--- config.mk ---
export PLATFORM = sky130hd
export DESIGN_NAME = id_ex_stage
export DESIGN_NICKNAME = d
export VERILOG_FILES = /design/src/rtl/id_ex_stage_pkg.sv /design/src/rtl/id_ex_stage_imm_gen.sv /design/src/rtl/id_ex_stage.sv
export SDC_FILE = /design/constraint.sdc
export NUM_CORES = 1
export LEC_CHECK = 0
export BUFFER_PORTS_ARGS = -buffer_cell sky130_fd_sc_hd__buf_2
export CAP_MARGIN = 20
export CORE_AREA = 2 2 212 214
export CTS_CLUSTER_DIAMETER = 200
export CTS_CLUSTER_SIZE = 30
export DETAILED_ROUTE_END_ITERATION = 10
export DIE_AREA = 0 0 214 216
export GPL_ROUTABILITY_DRIVEN = 0
export HOLD_SLACK_MARGIN = 0.08
export PLACE_DENSITY = 0.5
export SYNTH_ARGS = -nofsm -noshare
export SYNTH_HDL_FRONTEND = slang
export SYNTH_SLANG_ARGS = --single-unit
--- constraint.sdc ---
create_clock -name clk -period 3.75 [get_ports clk]
set_clock_uncertainty 0.15 [all_clocks]
set_input_delay 0.1875 -clock clk [delete_from_list [all_inputs] [get_ports clk]]
set_output_delay 0.1875 -clock clk [all_outputs]
set_load 0.03 [all_outputs]
--- src/rtl/id_ex_stage_pkg.sv ---
// Shared RV32I types for the ID/EX boundary: opcodes, decoder control word,
// the ID->EX bundle, and source-operand usage helpers.
package id_ex_stage_pkg;

    typedef enum logic [6:0] {
        op_lui   = 7'b0110111,
        op_auipc = 7'b0010111,
        op_jal   = 7'b1101111,
        op_jalr  = 7'b1100111,
        op_br    = 7'b1100011,
        op_load  = 7'b0000011,
        op_store = 7'b0100011,
        op_imm   = 7'b0010011,
        op_reg   = 7'b0110011,
        op_csr   = 7'b1110011
    } rv32i_opcode;

    typedef struct packed {
        rv32i_opcode opcode;
        logic [2:0]  funct3;
        logic [6:0]  funct7;
        logic [3:0]  aluop;
        logic        load_regfile;
        logic        mem_read;
        logic        mem_write;
    } rv32i_control_word;

    typedef struct packed {
        logic [31:0]       pc;
        logic [31:0]       instr;
        rv32i_control_word ctrl;
        logic [31:0]       rs1_data;
        logic [31:0]       rs2_data;
        logic [4:0]        rs1;
        logic [4:0]        rs2;
        logic [4:0]        rd;
        logic [31:0]       i_imm;
        logic [31:0]       s_imm;
        logic [31:0]       b_imm;
        logic [31:0]       u_imm;
        logic [31:0]       j_imm;
    } id_ex_t;

    function automatic logic uses_rs1(input rv32i_opcode op);
        case (op)
            op_lui, op_auipc, op_jal: return 1'b0;
            default:                  return 1'b1;
        endcase
    endfunction

    function automatic logic uses_rs2(input rv32i_opcode op);
        case (op)
            op_br, op_store, op_reg: return 1'b1;
            default:                 return 1'b0;
        endcase
    endfunction

endpackage

--- src/rtl/id_ex_stage_imm_gen.sv ---
// RV32I immediate extraction: one instruction word in, all five
// sign-extended immediate formats out.
module imm_gen (
    input  logic [31:0] instr,
    output logic [31:0] i_imm,
    output logic [31:0] s_imm,
    output logic [31:0] b_imm,
    output logic [31:0] u_imm,
    output logic [31:0] j_imm
);

    assign i_imm = {{21{instr[31]}}, instr[30:20]};
    assign s_imm = {{21{instr[31]}}, instr[30:25], instr[11:7]};
    assign b_imm = {{20{instr[31]}}, instr[7], instr[30:25],
                    instr[11:8], 1'b0};
    assign u_imm = {instr[31:12], 12'b0};
    assign j_imm = {{12{instr[31]}}, instr[19:12], instr[20],
                    instr[30:21], 1'b0};

endmodule

--- src/rtl/id_ex_stage.sv ---
// Decode-to-execute pipeline register with load-use bubble insertion,
// flush handling and saturating stall/flush event counters.
module id_ex_stage
    import id_ex_stage_pkg::*;
#(
    parameter int CNT_W = 32
) (
    input  logic              clk,
    input  logic              rst,
    input  logic              id_valid,
    output logic              id_ready,
    input  logic [31:0]       id_pc,
    input  logic [31:0]       id_instr,
    input  rv32i_control_word id_ctrl,
    input  logic [31:0]       id_rs1_data,
    input  logic [31:0]       id_rs2_data,
    input  logic              flush,
    input  logic              ex_ready,
    output logic              ex_valid,
    output id_ex_t            ex_bundle,
    output logic [CNT_W-1:0]  stall_cnt,
    output logic [CNT_W-1:0]  flush_cnt
);

    logic [4:0]  id_rs1;
    logic [4:0]  id_rs2;
    logic [4:0]  id_rd;
    logic [31:0] i_imm;
    logic [31:0] s_imm;
    logic [31:0] b_imm;
    logic [31:0] u_imm;
    logic [31:0] j_imm;
    logic        rs1_hit;
    logic        rs2_hit;
    logic        hazard;
    id_ex_t      next_bundle;

    assign id_rs1 = id_instr[19:15];
    assign id_rs2 = id_instr[24:20];
    assign id_rd  = id_instr[11:7];

    imm_gen u_imm_gen (
        .instr (id_instr),
        .i_imm (i_imm),
        .s_imm (s_imm),
        .b_imm (b_imm),
        .u_imm (u_imm),
        .j_imm (j_imm)
    );

    // A load in EX whose rd feeds the ID instruction must wait one cycle.
    assign rs1_hit = uses_rs1(id_ctrl.opcode) && (id_rs1 == ex_bundle.rd);
    assign rs2_hit = uses_rs2(id_ctrl.opcode) && (id_rs2 == ex_bundle.rd);
    assign hazard  = id_valid && ex_valid && ex_bundle.ctrl.mem_read
                     && (ex_bundle.rd != 5'd0) && (rs1_hit || rs2_hit);

    assign id_ready = rst && !flush && !hazard && (!ex_valid || ex_ready);

    always_comb begin
        next_bundle          = '0;
        next_bundle.pc       = id_pc;
        next_bundle.instr    = id_instr;
        next_bundle.ctrl     = id_ctrl;
        next_bundle.rs1_data = id_rs1_data;
        next_bundle.rs2_data = id_rs2_data;
        next_bundle.rs1      = id_rs1;
        next_bundle.rs2      = id_rs2;
        next_bundle.rd       = id_rd;
        next_bundle.i_imm    = i_imm;
        next_bundle.s_imm    = s_imm;
        next_bundle.b_imm    = b_imm;
        next_bundle.u_imm    = u_imm;
        next_bundle.j_imm    = j_imm;
    end

    always_ff @(posedge clk or negedge rst) begin
        if (!rst) begin
            ex_valid  <= 1'b0;
            ex_bundle <= '0;
            stall_cnt <= '0;
            flush_cnt <= '0;
        end else if (flush) begin
            ex_valid <= 1'b0;
            if ((ex_valid || id_valid) && !(&flush_cnt))
                flush_cnt <= flush_cnt + CNT_W'(1);
        end else if (hazard && ex_ready) begin
            ex_valid <= 1'b0;
            if (!(&stall_cnt))
                stall_cnt <= stall_cnt + CNT_W'(1);
        end else if (id_valid && id_ready) begin
            ex_valid  <= 1'b1;
            ex_bundle <= next_bundle;
        end else if (ex_ready) begin
            ex_valid <= 1'b0;
        end
    end

endmodule

=== Word level (Yosys, flattened, before mapping) ===
Index checks and enable logic that the tools add are counted.

* $add $sub $neg: 2
* Equality and inequality tests: 8
* Multiplexer cells: 6
* Bitwise logic cells: 3
* Reduce and logical (&&, ||, !) cells: 28

{| class="wikitable"
|+ Operators with widths
! operator !! count
|-
| 32-bit by 1-bit adder with 32-bit output, second input constant || 2
|-
| 32-bit AND reduction || 2
|-
| 7-bit by 6-bit == test with 1-bit output, second input constant || 3
|-
| 7-bit == test, second input constant || 2
|-
| 1-bit logical AND || 12
|-
| 5-bit == test || 2
|-
| 7-bit by 5-bit == test with 1-bit output, second input constant || 1
|-
| 1-bit 2-to-1 mux || 6
|-
| 3-bit AND reduction || 2
|-
| 3-bit OR reduction || 2
|-
| 5-bit nonzero test || 1
|-
| 1-bit zero test || 4
|-
| 4-bit nonzero test || 1
|-
| 1-bit logical OR || 3
|-
| 1-bit NOT || 3
|-
| 2-bit AND reduction || 1
|}

* Register bits after elaboration: 308
* Input bits: 157
* Output and inout bits: 393
* Word-level logic and storage cells: 69

=== Depth between registers and ports, before layout ===
Gate-level depths: netlist (run 1).

* Depth after elaboration: 13
* Mapped depth: 9

=== Cells and area by module ===
Synthesis (run 1) repeated with hierarchy kept, for this count alone.

* Cells, all modules: 1149
* Area total of the unflattened synthesis: 17082.6 um^2

{| class="wikitable"
|+ Modules (own cells, without submodules)
! module !! instances !! cells each !! area each (um^2) !! sequential area each (um^2)
|-
| id_ex_stage || 1 || 988 || 15877.7 || 9434.0
|-
| imm_gen || 1 || 161 || 1204.9 || 0.0
|}

=== Worst setup path before layout (run 1) ===
No wires, ideal clock.

* Kind: register to register
* Start point: register ex_bundle[270] (netlist name)
* End point: register ex_bundle[244] in the netlist's numbering
* Library setup time: 0.125 ns
* Data arrival time: 2.540 ns
* Data required time: 3.475 ns
* Setup slack: 0.935 ns
* Cell stages (with the launch flop): 10
* Buffers on the path: 3
* Clock period less this slack: 2.815 ns
* Cells stage by stage: dfrtp_1 > or4_1 > o2111ai_1 > a31oi_1 > o21a_1 > or3b_1 > buf_2 > buf_6 > buf_6 > mux2_4

{| class="wikitable"
|+ RTL lines
! element !! RTL line !! RTL
|-
| end signal, assigned || id_ex_stage.sv:92 || <nowiki>ex_bundle <= next_bundle;</nowiki>
|-
| end, declared || id_ex_stage.sv:20 || <nowiki>output id_ex_t ex_bundle,</nowiki>
|}

==> results.json, run 1 <==
{
  "yosys.area_share.simple_pct": 7.68,
  "start_util_pct": 23.9,
  "r2r_slack_ps": 470,
  "synthMuxAreaShare_pct": 19.1,
  "grt_start_max_net_pins": 123,
  "clk_pin_slew_worst_paths_ps": 120,
  "dp_cells": 1764,
  "clock_sinks": 217,
  "hp-class": "input pin to flip-flop",
  "layout-area-overhead-vs-synth_pct": 38.9,
  "clk_latency_ps": 490,
  "hold_depth": 5,
  "wl_um": 32700,
  "post-route-min-period_ps": 3280,
  "synth_top_family_by_area": "multiplexers",
  "post_cts_buffers": 0,
  "maxCapViolations": 0,
  "critPathKind": "flip-flop to flip-flop",
  "worst_path_most_repeated_cell": "buf_4",
  "layout-drive-gt1-share_pct": 53.5,
  "rr_worst_depth": 9,
  "yosysWarnings": 0,
  "tightest_slew_ps": 956,
  "wl_per_cell_um": 16.9,
  "slew_violations": 0,
  "critPathMaxStageDelay_ps": 560,
  "fillers": 4409,
  "leakage_uw": 0.00736,
  "num_rows": 77,
  "vias": 7884,
  "dieWidth_um": 214,
  "switching_power_uw": 3310,
  "cts_tree": "done",
  "h-tree-depth": 1,
  "synth_commonest_cells": "dfrtp_1, buf_4, mux2_2",
  "layout.area.seq_mm2": 0.00543,
  "synth_cell_types": 38,
  "pwr-share-seq_pct": 40.3,
  "swShare_pct": 43.3,
  "synth_fa_ha_area_share_pct": 0.239,
  "dr.pass1.iters": 4,
  "multi_input_area_mm2": 0.00358,
  "max_slew_margin_pct": 36.0,
  "coreArea_mm2": 0.0438,
  "cts_buffer_depth": 3,
  "synthArstFlopShare_pct": 100,
  "synth_top_area_share_pct": 51.9,
  "synth_compound_area_share_pct": 0.742,
  "floorplan.die_area_mm2": 0.0462,
  "synthCells": 809,
  "synth_edf_count": 0,
  "crit_path_max_fanout": 10,
  "ir_worst_vdd_mv": 0.342,
  "rsz0062_at_grt": "no",
  "ys.flop_type": "dfrtp_1",
  "worst_path_max_delay_cell": "dlygate4sd3_1",
  "synth_top_cell_by_area": "dfrtp_1",
  "ctsHoldBuffers": 157,
  "synth_xor_area_share_pct": 6.03,
  "drt_iter0_markers": 390,
  "cp.arrival_ps": 3520,
  "crit_path_cell_trace": "buf_4, xnor2_1, nand3_1, nor3_1, o21a_1, or3b_4, buf_4, o21ai_0, dlygate4sd3_1",
  "place_hpwl_um": 24500,
  "place.port_buffers": 535,
  "grt_usage_pct": 13.3,
  "clockPowerShare_pct": 17.9,
  "critPathLaunchType": "flip-flop",
  "grt_pass1_vias": 7883,
  "synth_seq_area_share_pct": 51.9,
  "crit_path_end_kind": "flip-flop",
  "grt_pass1_wl_um": 48100,
  "synth-seq-cells": 217,
  "required_ps": 3980,
  "cts_resized": 0,
  "vias_per_cell": 4.07,
  "yosysMostFrequentCell": "dfrtp_1",
  "ios": 550,
  "numCtsBuffers": 11,
  "internal_power_uw": 4320,
  "final.setup.tns_ps": 0,
  "route.antenna.remaining_nets": 0,
  "antenna_found_initial": 3,
  "dieHeight_um": 216,
  "cts-root-buf": "clkbuf_16",
  "synth_area_leaders": "dfrtp_1, buf_4, mux2_4",
  "drc_errors": 0,
  "finalNetCount": 1502,
  "fin_cells": 1936,
  "syn_area_mm2": 0.0105,
  "syn_area_per_cell_um2": 12.9,
  "status": "finished clean",
  "combPwrFrac_pct": 41.9,
  "hold_viol_final": 0,
  "finalCritPeriodShare_pct": 87.5,
  "grt_overflow": 0,
  "power_density_mw_per_mm2": 525,
  "setup_viol": 0,
  "fmax_mhz": 305
}
## critical path, delay by kind of cell (launching register included)
| kind | cells | cell delay [ps] |
|---|---|---|
| buf+inv | 3 | 1070 |
| xor+xnor | 1 | 280 |
| flops | 1 | 440 |
| compound gates | 2 | 320 |
| simple gates | 3 | 890 |
## state kept, by name, indices dropped and copies added (netlist names)
| name | flops |
|---|---|
| stall_cnt | 32 |
| flush_cnt | 32 |
| ex_bundle | 152 |
| ex_valid | 1 |
## stage by stage
step | cell area (um^2) | util (%) | worst slack [ps] | power, uW | hold WS, ps
2_1_floorplan | 10500 | - | 935 | 5610 | -258
3_3_place_gp | 12600 | 28.8 | 547 | 6200 | -88.5
3_5_place_dp | 12600 | 28.8 | 600 | 6210 | -87.2
4_1_cts | 14500 | 33.1 | 300 | 7740 | 246
5_1_grt | 14500 | 33.1 | 222 | 7980 | 274
6_report | 14500 | 33.1 | 467 | 7630 | 248
## cell usage in the layout, fill, tap and decap left out, types with 2 or more instances in the layout
master / n
a21oi_1: 3
a31oi_1: 2
and2_1: 2
and3_1: 11
and4_1: 6
buf_12: 6
buf_2: 535
buf_4: 8
clkbuf_16: 11
conb_1: 14
dfrtp_1: 216
dlygate4sd3_1: 156
ha_1: 2
inv_1: 7
mux2_2: 85
mux2_4: 69
nand2_1: 20
nand2b_1: 3
nand3_1: 29
nand4_1: 35
nor2_1: 18
nor2b_1: 3
nor3_1: 6
nor4_1: 4
o21ai_0: 3
or4_1: 3
xnor2_1: 59
xor2_1: 13
## logic make-up after synthesis
kind of cell	Yosys count
xor+xnor	72
flops	217
compound gates	12
other cells	1
simple gates	146
fa+ha+maj	2
buf+inv	205
mux	154
## final timing paths
kind | startpoint | to
min in group asynchronous | rst | stall_cnt[16]
worst max-delay path | ex_bundle[270] | ex_valid
worst min-delay path | ex_ready | stall_cnt[23]
worst max register to register | ex_bundle[270] | ex_valid
worst min register to register | stall_cnt[22] | stall_cnt[22]
max in group asynchronous | rst | ex_bundle[243]
## metal layers
metal  up-vias  track usage [%]  wire, um
li1       3642                -         -
met1      3917             16.5     13400
met2       286             23.5     16700
met3        37             2.85      1990
met4         2             3.36       550
met5         -                0        13
## area by class of cell
class / instances / share of cell area [%]
Multi-Input combinational cell: 400 / 24.7
Antenna cell: 1 / 0.0172
Timing Repair Buffer: 706 / 30.5
Tap cell: 592 / 5.10
Sequential cell: 217 / 37.4
Clock buffer: 12 / 1.92
Inverter: 7 / 0.181
Clock inverter: 1 / 0.207
## power by group through the flow
stage / Clock, uW / Sequential [uW] / Combinational [uW]
final: 1370 / 3070 / 3190
after CTS: 1430 / 3080 / 3230
after floorplan: 0 / 3790 / 1820
after global routing: 1510 / 3140 / 3330
after global placement: 0 / 3110 / 3090
after detailed placement: 0 / 3120 / 3090
No activity file was read; power rests on OpenSTA's default activity.
==> inputs of run 2 (changes only) <==
--- a/constraint.sdc
+++ b/constraint.sdc
@@ -3,3 +3,3 @@
 set_input_delay 0.1875 -clock clk [delete_from_list [all_inputs] [get_ports clk]]
 set_output_delay 0.1875 -clock clk [all_outputs]
-set_load 0.03 [all_outputs]
+set_load 0.005 [all_outputs]
==> results.json, run 2 (same netlist as run 1, synthesis figures left out) <==
{
  "setup_viol": 0,
  "r2r-start": "ex_bundle[273]",
  "grt_start_max_net_pins": 123,
  "num_rows": 77,
  "required_ps": 4030,
  "clk_latency_ps": 490,
  "critPathKind": "flip-flop to flip-flop",
  "slew_violations": 0,
  "finalNetCount": 1501,
  "wl_per_cell_um": 17.2,
  "crit_path_end_kind": "flip-flop",
  "hold_viol_final": 0,
  "ios": 550,
  "place.port_buffers": 535,
  "post_cts_buffers": 0,
  "place_hpwl_um": 25100,
  "grt_pass1_vias": 8073,
  "wl_um": 33200,
  "layout-area-overhead-vs-synth_pct": 38.8,
  "reg.largest.list": "ex_bundle: 152 flops, flush_cnt: 32 flops, stall_cnt: 32 flops",
  "grt_usage_pct": 13.6,
  "hold_start": "ex_ready",
  "cts_buffer_depth": 3,
  "worst_path_max_delay_cell": "or4_1",
  "cts_resized": 0,
  "cts_tree": "done",
  "finalCritPeriodShare_pct": 89.4,
  "dr.pass1.iters": 6,
  "hp-class": "input pin to flip-flop",
  "dieWidth_um": 214,
  "critPathBufInv": 2,
  "grt_overflow": 0,
  "ctsHoldBuffers": 157,
  "cts-root-buf": "clkbuf_16",
  "drc_errors": 0,
  "final.setup.tns_ps": 0,
  "largest_register": "ex_bundle",
  "h-tree-depth": 1,
  "power_density_mw_per_mm2": 426,
  "vias_per_cell": 4.09,
  "leakage_uw": 0.00736,
  "mostFrequentLayoutCell": "buf_2",
  "cp.arrival_ps": 3630,
  "dieHeight_um": 216,
  "final_util_pct": 33.1,
  "vias": 7915,
  "start_util_pct": 23.9,
  "crit_path_cell_trace": "or4_1, o2111ai_1, a31oi_1, o21a_1, or3b_4, buf_4, o21ai_0, dlygate4sd3_1",
  "critPathMaxStageDelay_ps": 640,
  "largest_register_ffs": 152,
  "fmax_mhz": 298,
  "ir_worst_vdd_mv": 0.286,
  "crit_path_max_fanout": 10,
  "mostFrequentLayoutCells": "buf_2, dfrtp_1, dlygate4sd3_1, mux2_2, mux2_4",
  "tightest_slew_ps": 965,
  "numCtsBuffers": 11,
  "critPathLaunchType": "flip-flop",
  "status": "finished clean",
  "max_slew_margin_pct": 35.4,
  "floorplan.die_area_mm2": 0.0462,
  "drt_iter0_markers": 358,
  "crit_start": "ex_bundle[273]",
  "post-route-min-period_ps": 3350,
  "grt_pass1_wl_um": 49300,
  "layout-drive-gt1-share_pct": 53.5,
  "crit_family": "simple AND/OR/NAND/NOR gates",
  "place_ws_ps": 563,
  "coreArea_mm2": 0.0438,
  "clk_pin_slew_worst_paths_ps": 120,
  "antenna_found_initial": 3,
  "clock_sinks": 217,
  "route.antenna.remaining_nets": 0,
  "rsz0062_at_grt": "no",
  "whs_ps": 282,
  "fillers": 4390,
  "maxCapViolations": 0,
  "finalWorstSetupSlack_ps": 399
}
==> run 2: cell count changes in the layout (fill, tap and decap cells not counted), sizes merged <==
| cell | before | now |
|---|---|---|
| diode | 1 | 2 |
| buf | 550 | 549 |
==> run 2: layer usage <==
layer / GRT usage [%] / share of wire, %
met5: 0 / 0.066
met1: 16.4 / 40
met2: 24.4 / 52
met4: 3.54 / 2.0
met3: 3.04 / 6.5
==> run 2: final cells by class <==
class | count | area [um^2] | area share, %
flip-flops and latches | 217 | 5430 | 37.4
repair buffers | 705 | 4430 | 30.5
multi-input cells | 400 | 3580 | 24.7
well taps | 592 | 741 | 5.10
clock buffers | 12 | 279 | 1.92
clock inverters | 1 | 30.0 | 0.207
inverters | 7 | 26.3 | 0.181
diodes | 2 | 5.00 | 0.0345
==> run 2: worst reg2reg max path, delay by kind of cell, from the launching register on <==
| kind | cells | cell delay [ps] |
|---|---|---|
| AND/OR/NAND/NOR | 2 | 1170 |
| buffers and inverters | 2 | 820 |
| flip-flops | 1 | 610 |
| AO/OA/AOI/OAI | 4 | 560 |
==> run 2: path summary, 6_finish.rpt <==
path	endpoint	slack (ps)	depth (start not counted)
min	stall_cnt[23]	280	5
min in group asynchronous	stall_cnt[16]	620	4
min reg2reg	flush_cnt[11]	350	1
max	ex_valid	400	8
max reg2reg	ex_valid	400	8
max in group asynchronous	ex_bundle[315]	1880	4
==> run 2: report_power, final <==
group          internal (uW)  switching [uW]
Combinational           1040             692
Clock                    556             814
Sequential              2710             377
==> run 2: through the flow <==
stage               instances  cell area [um^2]  total power, uW
finish                   1936             14500             6190
global route             1935             14500             6540
CTS                      1933             14500             6320
detailed placement       1763             12600             4760
global placement         1763             12600             4740
floorplan                 822             10500             4160
==> inputs of run 3 (changes only) <==
Settings changed: RECOVER_POWER set to 25.
==> results.json, run 3 (same netlist as run 1, synthesis figures left out) <==
{
  "status": "finished clean",
  "start_util_pct": 23.9,
  "drt_iter0_markers": 371,
  "antenna_found_initial": 3,
  "largest_register": "ex_bundle",
  "numCtsBuffers": 11,
  "wl_um": 33300,
  "critPathMaxStageDelay_ps": 640,
  "setup_viol": 0,
  "tightest_slew_ps": 1360,
  "reg.largest.list": "ex_bundle: 152 flops, flush_cnt: 32 flops, stall_cnt: 32 flops",
  "post-route-min-period_ps": 3350,
  "cts_tree": "done",
  "vias": 7917,
  "clk_pin_slew_worst_paths_ps": 120,
  "dr_wl_met3_um": 2040,
  "layout-area-overhead-vs-synth_pct": 37.1,
  "required_ps": 4030,
  "r2r-start": "ex_bundle[273]",
  "mostFrequentLayoutCells": "buf_2, dfrtp_1, dlygate4sd3_1, clkbuf_1, mux2_2",
  "hold_viol_final": 0,
  "max_slew_margin_pct": 9.26,
  "leakage_uw": 0.00697,
  "grt_usage_pct": 13.6,
  "num_rows": 77,
  "grt_pass1_wl_um": 49300,
  "route.antenna.remaining_nets": 0,
  "ir_worst_vdd_mv": 0.284,
  "whs_endpoint": "stall_cnt[23]",
  "drc_errors": 0,
  "cts_resized": 0,
  "cp.arrival_ps": 3630,
  "wl_met1_um": 13400,
  "final.setup.tns_ps": 0,
  "floorplan.die_area_mm2": 0.0462,
  "clock_sinks": 217,
  "fmax_mhz": 299,
  "post_cts_buffers": 0,
  "crit_path_max_fanout": 10,
  "place.port_buffers": 535,
  "grt_start_max_net_pins": 123,
  "finalCritPeriodShare_pct": 89.2,
  "cts_buffer_depth": 3,
  "hold_depth": 5,
  "finalNetCount": 1501,
  "hold_start": "ex_ready",
  "r2r_slack_ps": 400,
  "maxUsedRoutingLayer": "met5",
  "critPathKind": "flip-flop to flip-flop",
  "layout-drive-gt1-share_pct": 44.6,
  "ios": 550,
  "crit_path_end_kind": "flip-flop",
  "mostFrequentLayoutCell": "buf_2",
  "h-tree-depth": 1,
  "rsz0062_at_grt": "no",
  "power_density_mw_per_mm2": 428,
  "dieHeight_um": 216,
  "coreArea_mm2": 0.0438,
  "largest_register_ffs": 152,
  "dr.pass1.iters": 4,
  "crit_path_cell_trace": "or4_1, o2111ai_1, a31oi_1, o21a_1, or3b_4, buf_4, o21ai_0, dlygate4sd3_1",
  "worst_path_max_delay_cell": "or4_1",
  "whs_ps": 281,
  "place_hpwl_um": 25100,
  "wl_met2_um": 17200,
  "rr_worst_depth": 8,
  "critPathLaunchType": "flip-flop",
  "clk_latency_ps": 490,
  "hp-class": "input pin to flip-flop",
  "maxCapViolations": 0,
  "dieWidth_um": 214,
  "ctsHoldBuffers": 157,
  "vias_per_cell": 4.09,
  "cts-root-buf": "clkbuf_16",
  "timing.rr.end": "ex_valid",
  "crit_start": "ex_bundle[273]",
  "grt_overflow": 0,
  "grt_pass1_vias": 8073,
  "wl_per_cell_um": 17.2,
  "slew_violations": 0
}
==> run 3: metal layers <==
metal	track usage [%]	vias to the layer above
met3	3.04	39
met2	24.4	289
li1	-	3641
met4	3.54	4
met5	0	-
met1	16.4	3944
==> run 3: report_power, final <==
group          switching (uW)  total [uW]  leakage (uW)  internal, uW
registers                 384        3090       0.00269          2710
clock network             814        1370      0.000148           556
logic                     692        1680       0.00413           984
total                    1890        6140       0.00697          4250
==> run 3: worst max-delay path by stage <==
stage                           to  slack (ps)  cells past startpoint
floorplan           ex_bundle[244]        1060                      9
global placement    ex_bundle[231]         490                      7
detailed placement  ex_bundle[288]         560                      7
CTS                       ex_valid         290                      8
global route              ex_valid         210                      8
finish                    ex_valid         400                      8
==> run 3: layout make-up <==
class	instances	area [um^2]
fill	4456	29500
sequential	217	5430
timing repair buffer	705	4250
multi-input combinational	400	3580
tap	592	741
clock buffer	12	279
clock inverter	1	30.0
inverter	7	26.3
antenna	1	2.50
==> run 3: critical path: cells and delay by family, from the launching register on <==
family                 cells  cell delay, ps
AOI/OAI and AO/OA          4             540
buffers and inverters      2             810
DFF                        1             610
and+or+nand+nor            2            1170
==> run 3: stage by stage <==
stage	instance area [um^2]	setup slack [ps]	utilization [%]	power, uW	std cells
global route	14300	211	32.7	6500	1935
finish	14300	404	32.7	6140	1935
CTS	14500	289	33.1	6320	1933
floorplan	10500	1060	-	4160	822
global placement	12600	490	28.8	4740	1763
detailed placement	12600	563	28.8	4760	1763
